### config.mk
export PLATFORM = sky130hd
export DESIGN_NAME = instr_fetch_unit
export DESIGN_NICKNAME = d
export VERILOG_FILES = /design/src/rtl/instr_fetch_unit.sv
export SDC_FILE = /design/constraint.sdc
export NUM_CORES = 1
export LEC_CHECK = 0
export CAP_MARGIN = 20
export CORE_UTILIZATION = 45
export DETAILED_ROUTE_END_ITERATION = 8
export PLACE_DENSITY = 0.81
export SLEW_MARGIN = 5
export SYNTH_ARGS = -nofsm -noshare
export SYNTH_HDL_FRONTEND = slang
export SYNTH_SLANG_ARGS = --single-unit
### constraint.sdc
create_clock -name clk -period 10.96 [get_ports clk]
set_input_delay 3.288 -clock clk [delete_from_list [all_inputs] [get_ports clk]]
set_output_delay 3.288 -clock clk [all_outputs]
set_load 0.02 [all_outputs]
### src/rtl/instr_fetch_unit.sv
// RV32I instruction fetch front end: fetches words over req/ack, splits fields and immediate,
// presents them to decode with valid/ready, and squashes wrong-path fetches on redirect.
module instr_fetch_unit #(
  parameter logic [31:0] RESET_PC = 32'h0000_0000
) (
  input  logic        clk,
  input  logic        rst,
  output logic        imemReq,
  output logic [31:0] imemAddr,
  input  logic        imemAck,
  input  logic [31:0] imemData,
  input  logic        redirectValid,
  input  logic [31:0] redirectPc,
  input  logic        decReady,
  output logic        instValid,
  output logic [31:0] instPc,
  output logic [6:0]  opcode,
  output logic [2:0]  func3,
  output logic [6:0]  func7,
  output logic [4:0]  regWriteNum,
  output logic [4:0]  regNum0,
  output logic [4:0]  regNum1,
  output logic [31:0] imm,
  output logic        illegal
);

  typedef enum logic [1:0] {StIdle, StFetch, StHold, StDrain} state_t;

  state_t      r_state, w_state_nxt;
  logic [31:0] r_pc, w_pc_nxt;
  logic [31:0] r_addr, w_addr_nxt;
  logic        r_req, w_req_nxt;
  logic        r_valid, w_valid_nxt;
  logic [31:0] r_inst, r_inst_pc, r_imm;
  logic        r_illegal;
  logic        w_capture;
  logic [31:0] w_redir_pc;

  function automatic logic [31:0] f_imm(input logic [31:0] inst);
    logic [31:0] v;
    v = 32'h0;
    case (inst[6:0])
      7'b0010011, 7'b0000011, 7'b1100111: v = {{20{inst[31]}}, inst[31:20]};
      7'b0100011: v = {{20{inst[31]}}, inst[31:25], inst[11:7]};
      7'b1100011: v = {{19{inst[31]}}, inst[31], inst[7], inst[30:25], inst[11:8], 1'b0};
      7'b0110111, 7'b0010111: v = {inst[31:12], 12'b0};
      7'b1101111: v = {{11{inst[31]}}, inst[31], inst[19:12], inst[20], inst[30:21], 1'b0};
      default: v = 32'h0;
    endcase
    return v;
  endfunction

  function automatic logic f_illegal(input logic [31:0] inst);
    logic ok;
    case (inst[6:0])
      7'b0010011, 7'b0000011, 7'b1100111, 7'b0100011, 7'b1100011,
      7'b0110111, 7'b0010111, 7'b1101111, 7'b0110011: ok = 1'b1;
      default: ok = 1'b0;
    endcase
    return !ok || (inst[1:0] != 2'b11);
  endfunction

  assign w_redir_pc = {redirectPc[31:2], 2'b00};

  always_comb begin
    w_state_nxt = r_state;
    w_pc_nxt    = r_pc;
    w_capture   = 1'b0;
    case (r_state)
      StIdle: begin
        w_state_nxt = StFetch;
        if (redirectValid) w_pc_nxt = w_redir_pc;
      end
      StFetch: begin
        if (redirectValid) begin
          w_pc_nxt    = w_redir_pc;
          w_state_nxt = imemAck ? StFetch : StDrain;
        end else if (imemAck) begin
          w_capture   = 1'b1;
          w_pc_nxt    = r_pc + 32'd4;
          w_state_nxt = StHold;
        end
      end
      StHold: begin
        if (redirectValid) begin
          w_pc_nxt    = w_redir_pc;
          w_state_nxt = StFetch;
        end else if (decReady) begin
          w_state_nxt = StFetch;
        end
      end
      StDrain: begin
        if (redirectValid) w_pc_nxt = w_redir_pc;
        // The in-flight request completes on ack; its data is always discarded.
        if (imemAck) w_state_nxt = StFetch;
      end
      default: w_state_nxt = StIdle;
    endcase
    w_req_nxt   = (w_state_nxt == StFetch) || (w_state_nxt == StDrain);
    w_addr_nxt  = (w_state_nxt == StFetch) ? w_pc_nxt : r_addr;
    w_valid_nxt = (w_state_nxt == StHold);
  end

  always_ff @(posedge clk or posedge rst) begin
    if (rst) begin
      r_state   <= StIdle;
      r_pc      <= RESET_PC;
      r_addr    <= RESET_PC;
      r_req     <= 1'b0;
      r_valid   <= 1'b0;
      r_inst    <= 32'h0;
      r_inst_pc <= 32'h0;
      r_imm     <= 32'h0;
      r_illegal <= 1'b0;
    end else begin
      r_state <= w_state_nxt;
      r_pc    <= w_pc_nxt;
      r_addr  <= w_addr_nxt;
      r_req   <= w_req_nxt;
      r_valid <= w_valid_nxt;
      if (w_capture) begin
        r_inst    <= imemData;
        r_inst_pc <= r_pc;
        r_imm     <= f_imm(imemData);
        r_illegal <= f_illegal(imemData);
      end
    end
  end

  assign imemReq     = r_req;
  assign imemAddr    = r_addr;
  assign instValid   = r_valid;
  assign instPc      = r_inst_pc;
  assign opcode      = r_inst[6:0];
  assign func3       = r_inst[14:12];
  assign func7       = r_inst[31:25];
  assign regWriteNum = r_inst[11:7];
  assign regNum0     = r_inst[19:15];
  assign regNum1     = r_inst[24:20];
  assign imm         = r_imm;
  assign illegal     = r_illegal;

endmodule

# Word-level counts from Yosys, hierarchy flattened

Cells that the tools add are included.
Widths: inputs -> output; s select.

Register bits: 165
Input bits: 69
Logic and storage cells: 51

Add/sub/neg operators: 1
Equal/unequal tests: 16
Mux-type cells: 17
Reductions and logical operators: 8

Operators by type and width:

| kind                  | count |
|---|---|
| $pmux 32 s5           | 1 |
| $mux 32               | 3 |
| $pmux 32 s2           | 1 |
| $add 32x3->32 const B | 1 |
| $eq 7x6->1 const B    | 3 |
| $eq 7x7->1 const B    | 3 |
| $eq 7x5->1 const B    | 2 |
| $mux 2                | 6 |
| $reduce_or 9->1       | 1 |
| $eq 2x2->1 const B    | 4 |
| $pmux 2 s4            | 1 |
| $eq 7x2->1 const B    | 1 |
| $reduce_or 3->1       | 2 |
| $mux 1                | 5 |
| $eq 2x1->1 const B    | 2 |
| $logic_not 2->1       | 1 |
| $logic_or 1x1->1      | 2 |
| $ne 2x2->1 const B    | 1 |
| $reduce_or 2->1       | 1 |
| $logic_not 1->1       | 1 |

# Depth between registers and ports, before layout

Gate-level depths: netlist of the first run.

Depth in word-level cells: 6
Gate-level depth with buffers: 8
Depth with buffers taken out: 6

# Least setup slack after synthesis of the first run

Ideal clock, no wire load.

Path kind: input to register
From: input redirectValid
To: register r_addr[0], in the netlist imemAddr[0]
Library setup time: 0.128 ns
Data arrival time: 4.537 ns
Data required time: 10.832 ns
Setup slack: 6.296 ns
Stages: 6
Cells stage by stage: buf_2 > inv_2 > a22o_1 > a22oi_4 > buf_2 > mux2_1

Longest elaborated chain between the ends: 3
Elaborated cells between the ends (all ways): 7

Ends and longest elaborated chain:

| what                             | line   | source |
|---|---|---|
| start, declared                  | 12     | `input logic redirectValid,` |
| $mux 2, on equally long branches | 85, 75 |  |
| $pmux 2 s4                       | 69     | `case (r_state)` |
| $eq 2x1->1                       | 100    | `w_addr_nxt = (w_state_nxt == StFetch) ? w_pc_nxt : r_addr;` |
| end signal, assigned             | 118    | `r_addr <= w_addr_nxt;` |
| end, declared                    | 31     | `logic [31:0] r_addr, w_addr_nxt;` |

Parallel ways exist; a longest one is shown, timed or not.
A chain may end at the register's enable or synchronous reset.

# Final worst setup path of the first run

From: input redirectValid
To: register r_addr[29], in the netlist imemAddr[29]

The elaborated chain is that of the path after synthesis.

==> flow_summary.json, run 1 <==
{
  "status": "completed",
  "synthFlopType": "dfrtp_1",
  "hp-start": "r_inst[19]",
  "min_period_over_period_pct": 53.1,
  "area_growth_pct": 37.4,
  "finalMaxSlewViolations": 0,
  "synth.avg_cell_area_sq_um": 9.69,
  "instances_no_fill": 1161,
  "cts.repair.resized": 0,
  "nets": 1002,
  "setup_viol": 0,
  "dp_cells": 1129,
  "gp_congestion": 0.819,
  "first_pass_iters": 4,
  "ys_top_cells_by_area": "dfrtp_1, nand2_1, nor2_1, mux2_2, xnor2_1",
  "cp_top_family": "buffers and inverters",
  "diodes": 0,
  "relSlewSlack_pct": 27.1,
  "wl_per_cell_um": 16.5,
  "rsz0062_at_grt": "no",
  "clock_sinks": 165,
  "drive_gt1_share_pct": 7.51,
  "critPathLaunchType": "input pin",
  "grt-ovfl-total": 0,
  "power_frac_seq_pct": 40.4,
  "vdd_drop_max_mv": 0.119,
  "grt_pass1_vias": 5837,
  "ant_nets": 0,
  "synth-edff-count": 0,
  "path_buf_inv": 5,
  "htreeDepth": 4,
  "final-seq-area_sq_mm": 0.00413,
  "hp-class": "register to register",
  "ios": 200,
  "multiInputGateArea_sq_mm": 0.00294,
  "cts_buffers": 17,
  "drv_cap": 0,
  "swShare_pct": 32.1,
  "finalClockSkew_ns": 0.00773,
  "crit_chain": "buf_2 -> buf_4 -> inv_2 -> a22o_1 -> a22oi_4 -> buf_4 -> inv_2 -> nor3b_1 -> o22ai_1",
  "period_minus_slack_ns": 5.82,
  "power_w": 0.00200,
  "die_w_um": 129,
  "synth_cell_types": 55,
  "crit_type": "input pin to register",
  "start_util_pct": 46.0,
  "post_cts_buffers": 0,
  "syn_inst": 751,
  "power.internal_w": 0.00136,
  "route.met3.wl_mm": 1.50,
  "synthArstFlopShare_pct": 100,
  "syn_area_sq_mm": 0.00727,
  "p_clk_share_pct": 30.0,
  "max_stage_delay_ns": 0.50,
  "grt_usage_pct": 24.1,
  "seq_area_frac_synth_pct": 56.8,
  "die_area_sq_mm": 0.0167,
  "wl_mm": 19.2,
  "cts_tree": "built",
  "grt_max_degree": 92,
  "crit_start": "redirectValid",
  "clkSlewWorstSetupHoldPaths_ns": 0.06,
  "ys_ff_latch": 165,
  "p_per_area_mw_per_mm2": 200,
  "dr_wl_met2_mm": 9.34,
  "hold_ws_ns": 0.472,
  "drc": 0,
  "port_buffers": 197,
  "place_ws_ns": 4.67,
  "worst_pin_slew_ns": 1.09,
  "clock.fmax_ghz": 0.172,
  "synth_area_leader_cell": "dfrtp_1",
  "yosysWarnings": 0,
  "clk_path_buf_depth": 2,
  "hold_viol": 0,
  "grt_pass1_wl_mm": 30.6,
  "cts_root_buf": "clkbuf_16",
  "clock_latency_ns": 0.43,
  "viasPerCell": 5.23,
  "syn-num-nets": 821,
  "tns_ns": 0,
  "core_sq_mm": 0.0158,
  "reg2reg_setup_slack_ns": 8.42,
  "met1_length_mm": 7.98,
  "power_frac_comb_pct": 29.6,
  "top_layer": "met4",
  "antenna_found_initial": 0,
  "dp_hpwl_mm": 13.3,
  "critPathSlowestCell": "a22oi_4",
  "vias": 6073,
  "num-fill-cells": 1293,
  "yosysTopAreaCellShare_pct": 56.8,
  "drt_iter0_markers": 460,
  "arrival_ns": 6.11,
  "p_sw_w": 0.000641,
  "reg2reg_from": "r_state[0]",
  "rows": 46,
  "dieHeight_um": 129,
  "hold_buffers": 0,
  "cp.required_ns": 11.25,
  "cellLeakagePower_nw": 4.55,
  "cp_max_fo": 52,
  "setup_ws_ns": 5.14,
  "endpoint_kind": "register"
}
[routing by layer]
layer / up-vias / GRT usage (%)
li1: 2905 / -
met1: 2905 / 30.8
met2: 228 / 39.4
met3: 35 / 6.77
met4: 0 / 8.58
met5: - / 0
[power groups by stage]
| stage | Combinational (W) | Clock [W] | Sequential (W) |
|---|---|---|---|
| floorplan | 0.000170 | 0 | 0.000938 |
| global placement | 0.000586 | 0 | 0.000814 |
| detailed placement | 0.000596 | 0 | 0.000817 |
| CTS | 0.000599 | 0.000608 | 0.000808 |
| global route | 0.000640 | 0.000636 | 0.000823 |
| finish | 0.000592 | 0.000599 | 0.000808 |
[kinds of logic (layout without fill, tap and decap cells)]
logic type	count (synthesis)	in the layout	synth area share [%]
AO/OA/AOI/OAI	114	114	10.7
XOR/XNOR	26	26	3.13
buffers and inverters	52	246	2.98
flip-flops	165	165	56.8
AND/OR/NAND/NOR	369	369	22.6
adder cells (fa/ha/maj)	1	1	0.172
multiplexers	24	24	3.70
[stage by stage]
step | cell area (sq um) | utilization, %
final | 9990 | 63.1
after global routing | 9990 | 63.1
after CTS | 9990 | 63.1
after detailed placement | 9400 | 59.4
after global placement | 9400 | 59.4
after floorplan | 7270 | -
[registers in the layout, indices dropped and copies added (netlist names)]
name,flops
imemAddr,32
imm,32
instPc,32
r_inst,32
r_pc,32
r_state,2
illegal,1
imemReq,1
instValid,1
[synthesized netlist by cell type (7+ instances only)]
master	n
o21ai_1	8
inv_1	10
a21oi_1	23
nand4_1	10
a22oi_1	11
xor2_1	7
mux2_2	15
o21ai_0	13
nand2_1	254
nand3_1	15
buf_2	17
nor2_1	47
o22ai_1	14
xnor2_1	19
clkbuf_1	11
dfrtp_1	165
mux2_1	8
buf_1	12
a22o_1	17
a21o_1	10
[worst paths after layout]
check,cells past startpoint,end
setup reg to reg,7,imemAddr[29]
max in group asynchronous,3,r_inst[28]
hold / removal,2,r_inst[19]
setup / recovery,9,imemAddr[29]
hold reg to reg,2,r_inst[19]
min in group asynchronous,2,r_inst[12]
[area by class of cell]
| class | count | area share, % |
|---|---|---|
| clock buffer | 22 | 4.75 |
| sequential | 165 | 41.3 |
| multi-input combinational | 534 | 29.5 |
| inverter | 12 | 0.501 |
| clock inverter | 10 | 1.20 |
| tap | 216 | 2.70 |
| timing repair buffer | 202 | 20.1 |
[worst reg2reg max path: stages, from the launching register on]
cell     delay [ns]
dfrtp_1        0.53
nor2_1         0.12
a22o_1         0.24
a22oi_4        0.50
buf_4          0.37
inv_2          0.30
nor3b_1        0.26
o22ai_1        0.09
[cell usage in the layout (no fill, tap or decap), types with 9 or more instances in the layout]
| cell type | count |
|---|---|
| a21o_1 | 10 |
| a21oi_1 | 23 |
| a22o_1 | 17 |
| a22oi_1 | 11 |
| clkbuf_16 | 17 |
| clkdlybuf4s50_1 | 196 |
| dfrtp_1 | 165 |
| inv_1 | 9 |
| mux2_2 | 15 |
| nand2_1 | 254 |
| nand3_1 | 15 |
| nand4_1 | 10 |
| nor2_1 | 46 |
| o21ai_0 | 13 |
| o22ai_1 | 14 |
| xnor2_1 | 19 |
(Power assumes the default switching activity.)
==> run 2, diff against run 1 <==
Clock period 10.96 ns to 5.5 ns, I/O delays scaled along.
==> flow_summary.json, run 2 (synthesis gave the netlist of run 1 again) <==
{
  "nets": 1005,
  "layout_commonest_cell": "nand2_1",
  "p_clk_share_pct": 30.4,
  "start_util_pct": 46.0,
  "clk_path_buf_depth": 2,
  "drive_gt1_share_pct": 8.02,
  "arrival_ns": 4.03,
  "endpoint_kind": "register",
  "drv_cap": 0,
  "grt_pass1_vias": 5908,
  "hp-class": "register to register",
  "dieHeight_um": 129,
  "cts_tree": "built",
  "drc": 0,
  "cts_buffers": 17,
  "finalClockSkew_ns": 0.00748,
  "mostFrequentLayoutCells": "nand2_1, clkdlybuf4s50_1, dfrtp_1, nor2_1, a21oi_1",
  "timing.rr.end": "imemAddr[29]",
  "hold_buffers": 0,
  "viasPerCell": 5.28,
  "die_w_um": 129,
  "instances_no_fill": 1164,
  "grt_pass1_wl_mm": 30.9,
  "dp_hpwl_mm": 13.5,
  "post_cts_buffers": 0,
  "cellLeakagePower_nw": 4.57,
  "clock_sinks": 165,
  "area_growth_pct": 37.9,
  "port_buffers": 197,
  "gp_congestion": 0.841,
  "hold_viol": 0,
  "core_sq_mm": 0.0158,
  "grt_usage_pct": 24.2,
  "rows": 46,
  "antenna_found_initial": 0,
  "htreeDepth": 4,
  "grt-ovfl-total": 0,
  "crit_start": "imemAck",
  "vdd_drop_max_mv": 0.216,
  "rsz0062_at_grt": "no",
  "swShare_pct": 32.6,
  "critPathCapture": "imemAddr[29]",
  "die_area_sq_mm": 0.0167,
  "status": "completed",
  "clkSlewWorstSetupHoldPaths_ns": 0.06,
  "crit_type": "input pin to register",
  "vias": 6147,
  "diodes": 0,
  "cts_root_buf": "clkbuf_16",
  "setup_ws_ns": 1.75,
  "grt_max_degree": 91,
  "first_pass_iters": 5,
  "cp.required_ns": 5.78,
  "p_per_area_mw_per_mm2": 401,
  "wl_per_cell_um": 16.8,
  "drt_iter0_markers": 379,
  "ios": 200,
  "min_period_over_period_pct": 68.2,
  "power_frac_seq_pct": 40.1,
  "period_minus_slack_ns": 3.75,
  "worst_pin_slew_ns": 1.06,
  "cp_max_fo": 36,
  "power_frac_comb_pct": 29.5,
  "power_w": 0.00402,
  "place_ws_ns": 1.35,
  "dp_cells": 1132,
  "rr_worst_depth": 7,
  "p_sw_w": 0.00131,
  "tns_ns": 0,
  "cts.repair.resized": 0,
  "finalMaxSlewViolations": 0,
  "clock.fmax_ghz": 0.267,
  "critPathLaunchType": "input pin",
  "reg2reg_from": "r_state[0]",
  "clock_latency_ns": 0.43,
  "setup_viol": 0,
  "ant_nets": 0,
  "relSlewSlack_pct": 29.4,
  "reg2reg_setup_slack_ns": 3.02,
  "power.internal_w": 0.00271,
  "wl_mm": 19.5
}
[run 2: cell count changes in the layout (fill, tap and decap cells not counted), sizes merged]
cell and delta:
buf +3, clkbuf -2, clkinvlp +2
[run 2: critical path, cell delays in order]
cell,delay (ns)
clkdlybuf4s50_1,0.61
inv_1,0.07
a22o_1,0.24
a22oi_4,0.31
buf_4,0.41
inv_2,0.34
nor3b_1,0.28
o22ai_1,0.09
[run 2: worst min path at each step]
stage / from / to / slack [ns] / depth (start not counted)
after floorplan: r_pc[0] / instPc[0] / 0.43 / 2
after global placement: r_pc[1] / instPc[1] / 0.45 / 2
after detailed placement: r_pc[1] / instPc[1] / 0.45 / 2
after CTS: r_pc[1] / instPc[1] / 0.46 / 2
after global routing: r_inst[16] / r_inst[16] / 0.50 / 2
final: r_pc[1] / instPc[1] / 0.46 / 2
[run 2: power by group through the flow]
stage	Sequential, W	Clock [W]	Combinational, W
after floorplan	0.00187	0	0.000338
after global placement	0.00162	0	0.00117
after detailed placement	0.00163	0	0.00119
after CTS	0.00161	0.00124	0.00120
after global routing	0.00164	0.00129	0.00127
final	0.00161	0.00122	0.00118
[run 2: per-layer routing]
| metal | track usage [%] | share of wire [%] | vias to the layer above |
|---|---|---|---|
| met2 | 39.6 | 49 | 244 |
| met3 | 5.08 | 6.8 | 37 |
| met5 | 0 | 0 | - |
| li1 | - | - | 2906 |
| met4 | 10.2 | 2.5 | 0 |
| met1 | 31.4 | 42 | 2960 |
[run 2: stage by stage]
step	area [sq um]	hold WS [ns]	utilization [%]
after global routing	10000	0.499	63.4
after detailed placement	9420	0.447	59.5
final	10000	0.459	63.4
after CTS	10000	0.463	63.4
after floorplan	7280	0.431	-
after global placement	9420	0.445	59.5
[run 2: cell type report]
cell class                 instances  area (sq um)
clock inverter                    12           143
clock buffer                      20           467
sequential                       165          4130
fill                            1302          5800
tap                              216           270
inverter                          12          48.8
timing repair buffer             205          2030
multi-input combinational        534          2940
==> run 3, diff against run 2 <==
Clock period 5.5 ns to 3.7 ns, I/O delays scaled along.
==> flow_summary.json, run 3 (synthesis gave the netlist of run 1 again) <==
{
  "mostFrequentLayoutCells": "nand2_1, clkdlybuf4s50_1, dfrtp_1, nor2_1, a21oi_1",
  "die_w_um": 129,
  "finalMaxSlewViolations": 0,
  "setup_viol": 0,
  "port_buffers": 197,
  "worst_pin_slew_ns": 0.972,
  "antenna_found_initial": 0,
  "gp_congestion": 0.842,
  "crit_type": "input pin to register",
  "cts_root_buf": "clkbuf_16",
  "wl_mm": 19.8,
  "reg2reg_setup_slack_ns": 1.50,
  "min_path_cells": 2,
  "power_frac_seq_pct": 41.3,
  "rows": 46,
  "nets": 1012,
  "cts_tree": "built",
  "reg2reg_from": "r_pc[2]",
  "first_pass_iters": 5,
  "dr_wl_met2_mm": 9.69,
  "cts_buffers": 17,
  "htreeDepth": 4,
  "arrival_ns": 3.17,
  "clock.fmax_ghz": 0.349,
  "p_sw_w": 0.00189,
  "clock_latency_ns": 0.42,
  "max_stage_delay_ns": 0.61,
  "drt_iter0_markers": 458,
  "crit_start": "imemAck",
  "relSlewSlack_pct": 35.1,
  "vias": 6236,
  "post_cts_buffers": 0,
  "area_growth_pct": 37.9,
  "core_sq_mm": 0.0158,
  "grt_max_degree": 107,
  "grt_usage_pct": 24.7,
  "cellLeakagePower_nw": 4.56,
  "wl_per_cell_um": 16.9,
  "p_clk_share_pct": 28.1,
  "final-seq-area_sq_mm": 0.00413,
  "period_minus_slack_ns": 2.86,
  "endpoint_kind": "register",
  "drive_gt1_share_pct": 8.08,
  "route.met3.wl_mm": 1.23,
  "clkSlewWorstSetupHoldPaths_ns": 0.06,
  "grt_pass1_vias": 6052,
  "timing.rr.end": "r_pc[22]",
  "dieHeight_um": 129,
  "hp-class": "register to register",
  "power.internal_w": 0.00392,
  "cp.required_ns": 4.01,
  "met1_length_mm": 8.38,
  "critPathSlowestCell": "clkdlybuf4s50_1",
  "num-fill-cells": 1263,
  "start_util_pct": 46.0,
  "hold_buffers": 0,
  "ios": 200,
  "cts.repair.resized": 0,
  "p_per_area_mw_per_mm2": 579,
  "diodes": 0,
  "status": "completed",
  "rsz0062_at_grt": "no",
  "multiInputGateArea_sq_mm": 0.00294,
  "die_area_sq_mm": 0.0167,
  "power_frac_comb_pct": 30.6,
  "drv_cap": 0,
  "swShare_pct": 32.6,
  "crit_chain": "clkdlybuf4s50_1 -> nand4b_4 -> nor4_2 -> nand4_1 -> xnor2_1 -> mux2_2",
  "critPathCapture": "r_pc[22]",
  "cp_max_fo": 8,
  "clock_sinks": 165,
  "top_layer": "met4",
  "finalClockSkew_ns": 0.00689,
  "layout_commonest_cell": "nand2_1",
  "vdd_drop_max_mv": 0.374,
  "critPathLaunchType": "input pin",
  "rr_worst_depth": 6,
  "dp_hpwl_mm": 13.8,
  "min_period_over_period_pct": 77.4,
  "viasPerCell": 5.33,
  "grt-ovfl-total": 0,
  "final_util_pct": 63.4,
  "ant_nets": 0,
  "tns_ns": 0,
  "drc": 0,
  "clk_path_buf_depth": 2,
  "hold_viol": 0,
  "grt_pass1_wl_mm": 31.5
}
-- run 3: cell types whose count changed in the layout (fill, tap and decap cells not counted), sizes merged --
cell,delta
buf,+7
inv,-4
clkinvlp,+3
clkbuf,+2
clkinv,-2
bufinv,-1
-- run 3: per-stage QoR --
stage | instance area [sq um] | total power (W) | hold slack, ns | cells | setup slack, ns
after floorplan | 7280 | 0.00328 | 0.431 | 751 | 0.491
after global placement | 9500 | 0.00417 | 0.447 | 1139 | 0.469
after detailed placement | 9500 | 0.00421 | 0.461 | 1139 | 0.423
after CTS | 10000 | 0.00586 | 0.477 | 1169 | 0.874
after global routing | 10000 | 0.00609 | 0.491 | 1169 | 0.744
final | 10000 | 0.00581 | 0.471 | 1169 | 0.835
-- run 3: final cells by class --
class	instances	share of cell area, %
inverters	12	0.486
clock buffers	22	4.53
clock inverters	8	0.798
flip-flops and latches	165	41.2
well taps	216	2.69
repair buffers	212	21.0
multi-input cells	534	29.4
-- run 3: how the worst min path moves through the flow --
| stage | start | endpoint | slack (ns) |
|---|---|---|---|
| after detailed placement | r_inst[20] | r_inst[20] | 0.46 |
| after CTS | r_inst[20] | r_inst[20] | 0.48 |
| final | instPc[21] | instPc[21] | 0.47 |
| after floorplan | r_pc[0] | instPc[0] | 0.43 |
| after global routing | r_inst[20] | r_inst[20] | 0.49 |
| after global placement | r_pc[1] | instPc[1] | 0.45 |
-- run 3: power by group through the flow --
stage | sequential [W] | combinational, W | clock, W
after global routing | 0.00244 | 0.00192 | 0.00173
after floorplan | 0.00278 | 0.000503 | 0
after CTS | 0.00240 | 0.00180 | 0.00166
after detailed placement | 0.00242 | 0.00179 | 0
after global placement | 0.00241 | 0.00175 | 0
final | 0.00240 | 0.00178 | 0.00163
-- run 3: routing by layer --
layer / vias up / track usage, %
li1: 2914 / -
met1: 3043 / 32.0
met2: 241 / 40.7
met3: 38 / 4.50
met4: 0 / 10.8
met5: - / 0
-- run 3: critical path: cells and delay by family --
| family | cells | cell delay [ns] |
|---|---|---|
| buffers and inverters | 1 | 0.61 |
| muxes | 1 | 0.27 |
| and+or+nand+nor | 3 | 1.02 |
| xor gates and xnor gates | 1 | 0.17 |
